File: config.mk
export PLATFORM = sky130hd
export DESIGN_NAME = mano_control_unit
export DESIGN_NICKNAME = d
export VERILOG_FILES = /design/src/rtl/mano_pkg.sv /design/src/rtl/mano_control_unit_seq_counter.sv /design/src/rtl/mano_control_unit.sv
export SDC_FILE = /design/constraint.sdc
export NUM_CORES = 1
export LEC_CHECK = 0
export ABC_AREA = 1
export CAP_MARGIN = 10
export CORE_UTILIZATION = 32
export CTS_CLUSTER_DIAMETER = 40
export DETAILED_ROUTE_END_ITERATION = 7
export GPL_ROUTABILITY_DRIVEN = 0
export PLACE_DENSITY = 0.84
export SYNTH_ARGS = -nofsm -noshare
export SYNTH_HDL_FRONTEND = slang
export SYNTH_HIERARCHICAL = 1
export SYNTH_SLANG_ARGS = --single-unit
File: constraint.sdc
create_clock -name i_clk -period 1.2 [get_ports i_clk]
set_input_delay 0.24 -clock i_clk [delete_from_list [all_inputs] [get_ports i_clk]]
set_output_delay 0.24 -clock i_clk [all_outputs]
set_load 0.005 [all_outputs]
File: src/rtl/mano_pkg.sv
// Shared constants for the Mano basic computer: bus source codes, opcodes,
// register-reference / I/O bit positions, ALU functions and the strobe bundle.
package mano_pkg;

  typedef enum logic [2:0] {
    BUS_NONE = 3'd0,
    BUS_AR   = 3'd1,
    BUS_PC   = 3'd2,
    BUS_DR   = 3'd3,
    BUS_AC   = 3'd4,
    BUS_IR   = 3'd5,
    BUS_TR   = 3'd6,
    BUS_MEM  = 3'd7
  } bus_sel_e;

  typedef enum logic [2:0] {
    ALU_NOP     = 3'd0,
    ALU_AND     = 3'd1,
    ALU_ADD     = 3'd2,
    ALU_PASS_DR = 3'd3
  } alu_op_e;

  localparam logic [2:0] OP_AND   = 3'd0;
  localparam logic [2:0] OP_ADD   = 3'd1;
  localparam logic [2:0] OP_LDA   = 3'd2;
  localparam logic [2:0] OP_STA   = 3'd3;
  localparam logic [2:0] OP_BUN   = 3'd4;
  localparam logic [2:0] OP_BSA   = 3'd5;
  localparam logic [2:0] OP_ISZ   = 3'd6;
  localparam logic [2:0] OP_RR_IO = 3'd7;

  localparam int RR_CLA = 11;
  localparam int RR_CLE = 10;
  localparam int RR_CMA = 9;
  localparam int RR_CME = 8;
  localparam int RR_CIR = 7;
  localparam int RR_CIL = 6;
  localparam int RR_INC = 5;
  localparam int RR_SPA = 4;
  localparam int RR_SNA = 3;
  localparam int RR_SZA = 2;
  localparam int RR_SZE = 1;
  localparam int RR_HLT = 0;

  localparam int IO_INP = 11;
  localparam int IO_OUT = 10;
  localparam int IO_SKI = 9;
  localparam int IO_SKO = 8;
  localparam int IO_ION = 7;
  localparam int IO_IOF = 6;

  typedef struct packed {
    logic ld_ar;
    logic ld_dr;
    logic ld_ac;
    logic ld_pc;
    logic ld_tr;
    logic inr_ar;
    logic inr_dr;
    logic inr_pc;
    logic clr_ar;
    logic clr_pc;
    logic mem_rd;
    logic mem_wr;
  } strobes_t;

endpackage

File: src/rtl/mano_control_unit_seq_counter.sv
// Sequence counter T0..T7 with synchronous clear (priority) and increment.
module mano_seq_counter #(
  parameter int SC_W = 3
) (
  input  logic            i_clk,
  input  logic            i_rst,
  input  logic            i_inr,
  input  logic            i_clr,
  output logic [SC_W-1:0] o_sc
);

  logic [SC_W-1:0] r_sc;

  // NOTE: sequential state uses non-blocking assignments so every flop samples pre-edge values.
  always_ff @(posedge i_clk or posedge i_rst) begin
    if (i_rst)      r_sc <= '0;
    else if (i_clr) r_sc <= '0;
    else if (i_inr) r_sc <= r_sc + SC_W'(1);
  end

  assign o_sc = r_sc;

endmodule

File: src/rtl/mano_control_unit.sv
// Mano basic computer timing/control: sequence counter, instruction decode, per-cycle strobes.
// Optional interrupt cycle and I/O instructions enabled by defining MANO_INTERRUPT_EN.
module mano_control_unit
  import mano_pkg::*;
#(
  parameter int WORD_W = 16,
  parameter int ADDR_W = 12,
  parameter int SC_W   = 3
) (
  input  logic              i_clk,
  input  logic              i_rst,
  input  logic [WORD_W-1:0] i_ir_in,
  input  logic              i_ac_zero,
  input  logic              i_ac_msb,
  input  logic              i_e_bit,
  input  logic              i_dr_zero,
`ifdef MANO_INTERRUPT_EN
  input  logic              i_fgi,
  input  logic              i_fgo,
  output logic              o_ien,
`endif
  output logic [SC_W-1:0]   o_sc,
  output logic [2:0]        o_bus_sel,
  output logic              o_ld_ar,
  output logic              o_ld_dr,
  output logic              o_ld_ac,
  output logic              o_ld_pc,
  output logic              o_ld_tr,
  output logic              o_inr_ar,
  output logic              o_inr_dr,
  output logic              o_inr_pc,
  output logic              o_clr_ar,
  output logic              o_clr_pc,
  output logic              o_mem_rd,
  output logic              o_mem_wr,
  output logic [2:0]        o_alu_op,
  output logic [ADDR_W-1:0] o_rr_op,
  output logic              o_halt
);

  localparam logic [SC_W-1:0] SC0 = SC_W'(0);
  localparam logic [SC_W-1:0] SC1 = SC_W'(1);
  localparam logic [SC_W-1:0] SC2 = SC_W'(2);
  localparam logic [SC_W-1:0] SC3 = SC_W'(3);
  localparam logic [SC_W-1:0] SC4 = SC_W'(4);
  localparam logic [SC_W-1:0] SC5 = SC_W'(5);
  localparam logic [SC_W-1:0] SC6 = SC_W'(6);

  logic [SC_W-1:0]   w_sc;
  logic [2:0]        w_opcode;
  logic [ADDR_W-1:0] w_addr;
  strobes_t          w_st;
  bus_sel_e          w_bus;
  alu_op_e           w_alu;
  logic [ADDR_W-1:0] w_rr;
  logic              w_clr_sc;
  logic              w_set_halt;
  logic              w_load_i;
  logic              r_i;
  logic              r_halt;
`ifdef MANO_INTERRUPT_EN
  logic              r_ien;
  logic              r_r;
  logic              w_ien_set;
  logic              w_ien_clr;
  logic              w_r_set;
  logic              w_r_clr;
`endif

  assign w_opcode = i_ir_in[WORD_W-2 -: 3];
  assign w_addr   = i_ir_in[ADDR_W-1:0];

  mano_seq_counter #(.SC_W(SC_W)) u_sc (
    .i_clk (i_clk),
    .i_rst (i_rst),
    .i_inr (!w_clr_sc),
    .i_clr (w_clr_sc),
    .o_sc  (w_sc)
  );

  always_comb begin
    // NOTE: every combinational output is defaulted first so no branch can infer a latch.
    w_st       = '0;
    w_bus      = BUS_NONE;
    w_alu      = ALU_NOP;
    w_rr       = '0;
    w_clr_sc   = 1'b0;
    w_set_halt = 1'b0;
    w_load_i   = 1'b0;
`ifdef MANO_INTERRUPT_EN
    w_ien_set  = 1'b0;
    w_ien_clr  = 1'b0;
    w_r_clr    = 1'b0;
`endif
    if (i_rst || r_halt) begin
      w_clr_sc = 1'b1;
    end
`ifdef MANO_INTERRUPT_EN
    else if (r_r) begin
      // Interrupt cycle: save PC at M[0], then branch to address 1.
      case (w_sc)
        SC0: begin w_st.clr_ar = 1'b1; w_bus = BUS_PC; w_st.ld_tr = 1'b1; end
        SC1: begin w_bus = BUS_TR; w_st.mem_wr = 1'b1; w_st.clr_pc = 1'b1; end
        SC2: begin w_st.inr_pc = 1'b1; w_ien_clr = 1'b1; w_r_clr = 1'b1; w_clr_sc = 1'b1; end
        default: w_clr_sc = 1'b1;
      endcase
    end
`endif
    else begin
      case (w_sc)
        SC0: begin w_bus = BUS_PC; w_st.ld_ar = 1'b1; end
        SC1: begin w_bus = BUS_MEM; w_st.mem_rd = 1'b1; w_st.inr_pc = 1'b1; end
        SC2: begin w_bus = BUS_IR; w_st.ld_ar = 1'b1; w_load_i = 1'b1; end
        SC3: begin
          if (w_opcode == OP_RR_IO) begin
            w_clr_sc = 1'b1;
            if (!r_i) begin
              w_rr         = w_addr;
              w_st.inr_pc  = (w_addr[RR_SPA] & ~i_ac_msb) | (w_addr[RR_SNA] & i_ac_msb) |
                             (w_addr[RR_SZA] & i_ac_zero) | (w_addr[RR_SZE] & ~i_e_bit);
              w_set_halt   = w_addr[RR_HLT];
            end
`ifdef MANO_INTERRUPT_EN
            else begin
              w_ien_set   = w_addr[IO_ION];
              w_ien_clr   = w_addr[IO_IOF];
              w_st.inr_pc = (w_addr[IO_SKI] & i_fgi) | (w_addr[IO_SKO] & i_fgo);
            end
`endif
          end else if (r_i) begin
            w_bus = BUS_MEM; w_st.mem_rd = 1'b1; w_st.ld_ar = 1'b1;
          end
        end
        SC4: begin
          case (w_opcode)
            OP_AND, OP_ADD, OP_LDA, OP_ISZ: begin
              w_bus = BUS_MEM; w_st.mem_rd = 1'b1; w_st.ld_dr = 1'b1;
            end
            OP_STA: begin w_bus = BUS_AC; w_st.mem_wr = 1'b1; w_clr_sc = 1'b1; end
            OP_BUN: begin w_bus = BUS_AR; w_st.ld_pc = 1'b1; w_clr_sc = 1'b1; end
            OP_BSA: begin w_bus = BUS_PC; w_st.mem_wr = 1'b1; w_st.inr_ar = 1'b1; end
            default: w_clr_sc = 1'b1;
          endcase
        end
        SC5: begin
          w_clr_sc = 1'b1;
          case (w_opcode)
            OP_AND: begin w_alu = ALU_AND;     w_st.ld_ac = 1'b1; end
            OP_ADD: begin w_alu = ALU_ADD;     w_st.ld_ac = 1'b1; end
            OP_LDA: begin w_alu = ALU_PASS_DR; w_st.ld_ac = 1'b1; end
            OP_BSA: begin w_bus = BUS_AR;      w_st.ld_pc = 1'b1; end
            OP_ISZ: begin w_st.inr_dr = 1'b1;  w_clr_sc = 1'b0;   end
            default: ;
          endcase
        end
        SC6: begin
          w_clr_sc = 1'b1;
          if (w_opcode == OP_ISZ) begin
            w_bus = BUS_DR; w_st.mem_wr = 1'b1; w_st.inr_pc = i_dr_zero;
          end
        end
        default: w_clr_sc = 1'b1;  // T7 is unreachable; recover to T0
      endcase
    end
  end

`ifdef MANO_INTERRUPT_EN
  assign w_r_set = !i_rst && !r_halt && (w_sc > SC2) && r_ien && (i_fgi || i_fgo);
  assign o_ien   = r_ien;
`endif

  always_ff @(posedge i_clk or posedge i_rst) begin
    if (i_rst) begin
      r_i    <= 1'b0;
      r_halt <= 1'b0;
`ifdef MANO_INTERRUPT_EN
      r_ien  <= 1'b0;
      r_r    <= 1'b0;
`endif
    end else begin
      if (w_load_i)   r_i    <= i_ir_in[WORD_W-1];
      if (w_set_halt) r_halt <= 1'b1;
`ifdef MANO_INTERRUPT_EN
      if (w_ien_clr)      r_ien <= 1'b0;
      else if (w_ien_set) r_ien <= 1'b1;
      if (w_r_clr)        r_r   <= 1'b0;
      else if (w_r_set)   r_r   <= 1'b1;
`endif
    end
  end

  assign o_sc      = w_sc;
  assign o_bus_sel = w_bus;
  assign o_alu_op  = w_alu;
  assign o_rr_op   = w_rr;
  assign o_halt    = r_halt;
  assign o_ld_ar   = w_st.ld_ar;
  assign o_ld_dr   = w_st.ld_dr;
  assign o_ld_ac   = w_st.ld_ac;
  assign o_ld_pc   = w_st.ld_pc;
  assign o_ld_tr   = w_st.ld_tr;
  assign o_inr_ar  = w_st.inr_ar;
  assign o_inr_dr  = w_st.inr_dr;
  assign o_inr_pc  = w_st.inr_pc;
  assign o_clr_ar  = w_st.clr_ar;
  assign o_clr_pc  = w_st.clr_pc;
  assign o_mem_rd  = w_st.mem_rd;
  assign o_mem_wr  = w_st.mem_wr;

endmodule

# Word level (Yosys, flattened, before mapping)
# Cells that the tools add are included.
# classes
addsub	1
reduce_logical	9
bitwise_logic	9
n_mux	49
n_eq_ne	13
# ops
op	count
12-bit two-way mux	4
1-bit two-way mux	26
3-bit == test (second input constant)	7
3-bit case mux with 7 select lines	1
3-bit two-way mux	5
3-bit by 2-bit == test with 1-bit output (second input constant)	4
3-bit case mux with 4 select lines	1
2-bit two-way mux	4
3-bit by 1-bit == test with 1-bit output (second input constant)	2
3-bit logical NOT	2
1-bit case mux with 2 select lines	3
1-bit case mux with 3 select lines	2
2-bit case mux with 3 select lines	1
3-bit OR reduction	2
5-bit OR reduction	1
1-bit AND	4
4-bit two-way mux	1
1-bit case mux with 4 select lines	1
2-bit OR reduction	2
4-bit OR reduction	1
3-bit by 1-bit adder with 3-bit output (second input constant)	1
1-bit OR	3
1-bit NOT	2
1-bit logical OR	1
# word_totals
register_bits	5
elab_cells	84
out_inout_bits	34
input_bits	22

# Longest topological paths before layout
# logic_depth
depth_word	9
depth_mapped	9
depth_no_buf	9

# Modules after synthesis
# The synthesis kept the hierarchy.
# by_module_without_submodules
mod	area_each_um2	seq_area_each_um2	instances	cells_per_inst
mano_control_unit	670.6	50.0	1	135
mano_seq_counter	143.9	75.1	1	18

# Worst setup path after synthesis
# Ideal clock, no wire load.
# synth_timing
path_type	register to output
start	reg u_sc.r_sc[1] (netlist: u_sc/o_sc[1])
end	out o_bus_sel[0]
path_stages_with_launch	8
arrival_time_ns	1.100
required_time_ns	0.960
n_path_buf	0
setup_slack_ns	-0.140
cell_sequence	dfrtp_1 -> inv_1 -> nand2_1 -> nor2_2 -> nand2_1 -> nand3_1 -> nor2_1 -> nor2_1
# synth_between
elab_chain_cells	3
elab_cells_between_ends	9
classes_between	6 x eq/ne; 2 x mux; 1 x reduce/logical
# synth_lines
item	line_no	rtl
from (decl)	mano_control_unit_seq_counter.sv:12	logic [SC_W-1:0] r_sc;
from (signal assigned)	mano_control_unit_seq_counter.sv:18	else if (i_inr) r_sc <= r_sc + SC_W'(1);
3-bit == test, or another cell as far along	mano_control_unit.sv:110	case (w_sc)
3-bit case mux with 7 select lines (*)	mano_control_unit.sv:110	
3-bit two-way mux (*)	mano_control_unit.sv:95	if (i_rst || r_halt) begin
to (decl)	mano_control_unit.sv:23	output logic [2:0] o_bus_sel,
# Every way passes the cells marked *; elsewhere a longest branch is shown, timed or not.

# Worst setup path in the final report
# layout_timing
start	reg u_sc.r_sc[1] (netlist: u_sc/o_sc[1])
end	out o_ld_ac
# layout_between
elab_chain_cells	3
# layout_lines
item	line_no	rtl
3-bit == test	mano_control_unit.sv:110	
1-bit two-way mux	mano_control_unit.sv:110	
4-bit two-way mux	mano_control_unit.sv:95	
to (decl)	mano_control_unit.sv:26	output logic o_ld_ac,
# No other way between the ends.

==> reports/qor.csv <==
stage,metric,value,unit
run_status,status,finished with violations,
run_status,failing checks,setup timing,
final_layout,Final #Nets,285,
worst_setup_path,"Max FO, Critical Path",4,
power_and_ir_drop,peak supply drop,0.5965,mV
clocking,CTS tree,yes,
worst_setup_path,startpoint types,flip-flop,
job,Max-Cap Viols,0,
clocking,post-cts hold buffer count,0,
die,Cell Rows,17,
worst_setup_path,R2R depth,11,
sta,final setup margin,-0.6700,ns
placement,DP HPWL,2168,um
clocking,clock sink count,5,
final_layout,"commonest cells after routing, fill and taps aside","buf_6, nand2_1, buf_2",
clocking,latest clock arrival within the worst-skew pair,0.24,ns
clocking,H-Tree Depth,1,
clocking,Worst-path clk slew,0.04,ns
clocking,TritonCTS Buffers,3,
global_routing,GRT overflow,0,
yosys,Yosys warning count,6,
sta,Final period util,155.8,%
worst_setup_path,RR Endpoint,u_sc/o_sc[1]$_DFFE_PP0P_,
placement,port bufs,51,
power_and_ir_drop,cell internal pwr,0.6254,mW
global_routing,largest net degree at the start of global routing,9,
yosys,Syn Area/Cell,5.324,um^2
power_and_ir_drop,clock share of power,18.5,%
final_layout,ANT cells,0,
yosys,"Seq/Total Area, Yosys",15.36,%
yosys,"area leader, netlist",nand2_1,
yosys,post-synthesis cell area,814.5,um^2
die,DIE WIDTH,52.45,um
sta,min Tclk post-route,1.870,ns
global_routing,vias in the first global route,1338,
sta,Final Hold Fails,0,
final_layout,share of cells above drive strength 1,60.70,%
drt,1st-pass router iterations,4,
global_routing,first-pass GRT wire length,6099,um
sta,Max Clock Freq,0.5348,GHz
yosys,post-synth cell types,18,
yosys,Seq cells post-synth,5,
power_and_ir_drop,switching power,0.4304,mW
power_and_ir_drop,leakage,1.125,nW
worst_setup_path,worst r2r src,u_sc/o_sc[2]$_DFFE_PP0P_,
worst_setup_path,endpoint type of the worst setup path,output pin,
die,core footprint,0.002297,mm^2
sta,Worst Skew,0.002543,ns
sta,hold slack,0.1731,ns
drt,DR WL/cell,18.04,um
global_routing,initial antenna violation count,0,
drt,vias per cell,5.239,
power_and_ir_drop,PwrDens,510.1,mW/mm^2
die,die area,0.002751,mm^2
power_and_ir_drop,Net Sw Frac,40.76,%
yosys,Synth top area share,18.43,%
worst_setup_path,worst setup path class,reg -> out,
worst_setup_path,"Req. time, crit path",0.96,ns
power_and_ir_drop,part of the power in registers,20.0,%
drt,vias post-DR,1493,
power_and_ir_drop,Pwr Total,1.056,mW
worst_setup_path,Worst R2R Setup Slack,-0.39,ns
final_layout,Synth-to-Final Area Change,154.1,%
drt,DR DRC count,0,
global_routing,global-route usage over all layers,30.29,%
clocking,Root Buffer,clkbuf_4,
die,height of the die,52.45,um
drt,post-route ant nets,0,
drt,final WL,5142,um
drt,initial DRC count,44,
yosys,Cells after Synth,153,
die,Ports,56,
final_layout,"leading cell type in the layout, fill and taps excluded",buf_6,
worst_setup_path,critical path arrival,1.63,ns
hold_path,Hold Path Class,in -> async,
die,Initial Utilization,35.46,%
clocking,clock tree buffer depth,2,
sta,RSZ-0062 raised after global routing,yes,
power_and_ir_drop,Comb power frac,61.5,%
sta,final setup fails,34,
yosys,largest cells by area after synthesis,"nand2_1, dfrtp_1, nor2_1",
sta,"Slew Viols, Final",0,
timing repair:
item / CTS / global route
resized for setup: 178 / 43
buffers inserted: 21 / 5
setup endpoints to repair: 34 / 34
pin swaps: 27 / 18
worst max path at each step:
stage                                        start      endpoint  cells past startpoint
after global placement                 i_ir_in[12]      o_mem_wr                     11
after floorplan           u_sc/o_sc[0]$_DFFE_PP0P_    o_rr_op[4]                      5
after detailed placement               i_ir_in[13]  o_bus_sel[0]                     11
final                     u_sc/o_sc[1]$_DFFE_PP0P_       o_ld_ac                      7
after global routing      u_sc/o_sc[1]$_DFFE_PP0P_       o_ld_ac                      7
after CTS                 u_sc/o_sc[0]$_DFFE_PP0P_    o_rr_op[8]                      7
cells in the mapped netlist:
cell type	n
nand2_1	40
nor2_1	30
inv_1	27
nand3_1	13
a21oi_1	10
buf_4	5
dfrtp_1	5
ha_1	5
nor2_2	4
o21ai_0	4
clkbuf_1	2
nor3_1	2
a31oi_1	1
buf_6	1
conb_1	1
nand3_2	1
nor3_2	1
or2_1	1
power by group through the flow:
stage	Clock, mW	Sequential [mW]	Combinational (mW)
floorplan	0	0.215	0.186
global placement	0	0.210	0.429
detailed placement	0	0.212	0.440
CTS	0.206	0.209	0.547
global route	0.214	0.213	0.682
finish	0.196	0.211	0.649
cell families after synthesis:
family | share of synthesized area (%)
adders and majority gates | 7.680
and+or+nand+nor | 47.77
buffers and inverters | 19.36
other | 0.4604
AOI/OAI and AO/OA | 9.371
DFF | 15.36
worst max-delay path, cell delays in order, from the launching register on:
cell and delay (ns):
dfrtp_2 0.43, inv_2 0.10, buf_6 0.11, nand3_4 0.08
inv_4 0.10, nand3_4 0.08, a31oi_1 0.27, buf_2 0.20
per-layer routing:
layer / routed length (um) / vias up / track usage (%)
met1: 1856 / 719 / 32.70
met5: 0 / - / 0
li1: - / 670 / -
met4: 191 / 0 / 18.42
met2: 2754 / 87 / 55.27
met3: 340 / 17 / 3.478
state kept, by name, indices dropped and copies added, names as in the netlist:
signal     count
r_i            1
u_sc/o_sc      3
o_halt         1
cell type report:
class / count / area, um^2
Clock buffer: 4 / 26.28
Timing Repair Buffer: 105 / 897.1
Tap cell: 28 / 35.03
Sequential cell: 5 / 128.9
Inverter: 27 / 108.9
Fill cell: 98 / 227.7
Multi-Input combinational cell: 116 / 873.3
metrics by stage:
stage               setup slack (ns)  utilization, %  setup TNS (ns)  instances  instance area, um^2
detailed placement            -1.099           69.12          -29.64        256                 1588
floorplan                   -0.09854               -          -1.318        156                887.1
global placement              -1.051           69.12          -27.76        256                 1588
finish                       -0.6700           90.09          -15.06        285                 2069
global route                 -0.7368           90.09          -16.94        285                 2069
CTS                          -0.5144           82.73          -13.27        280                 1901
Note: power is estimated with default switching activity, not from simulation.
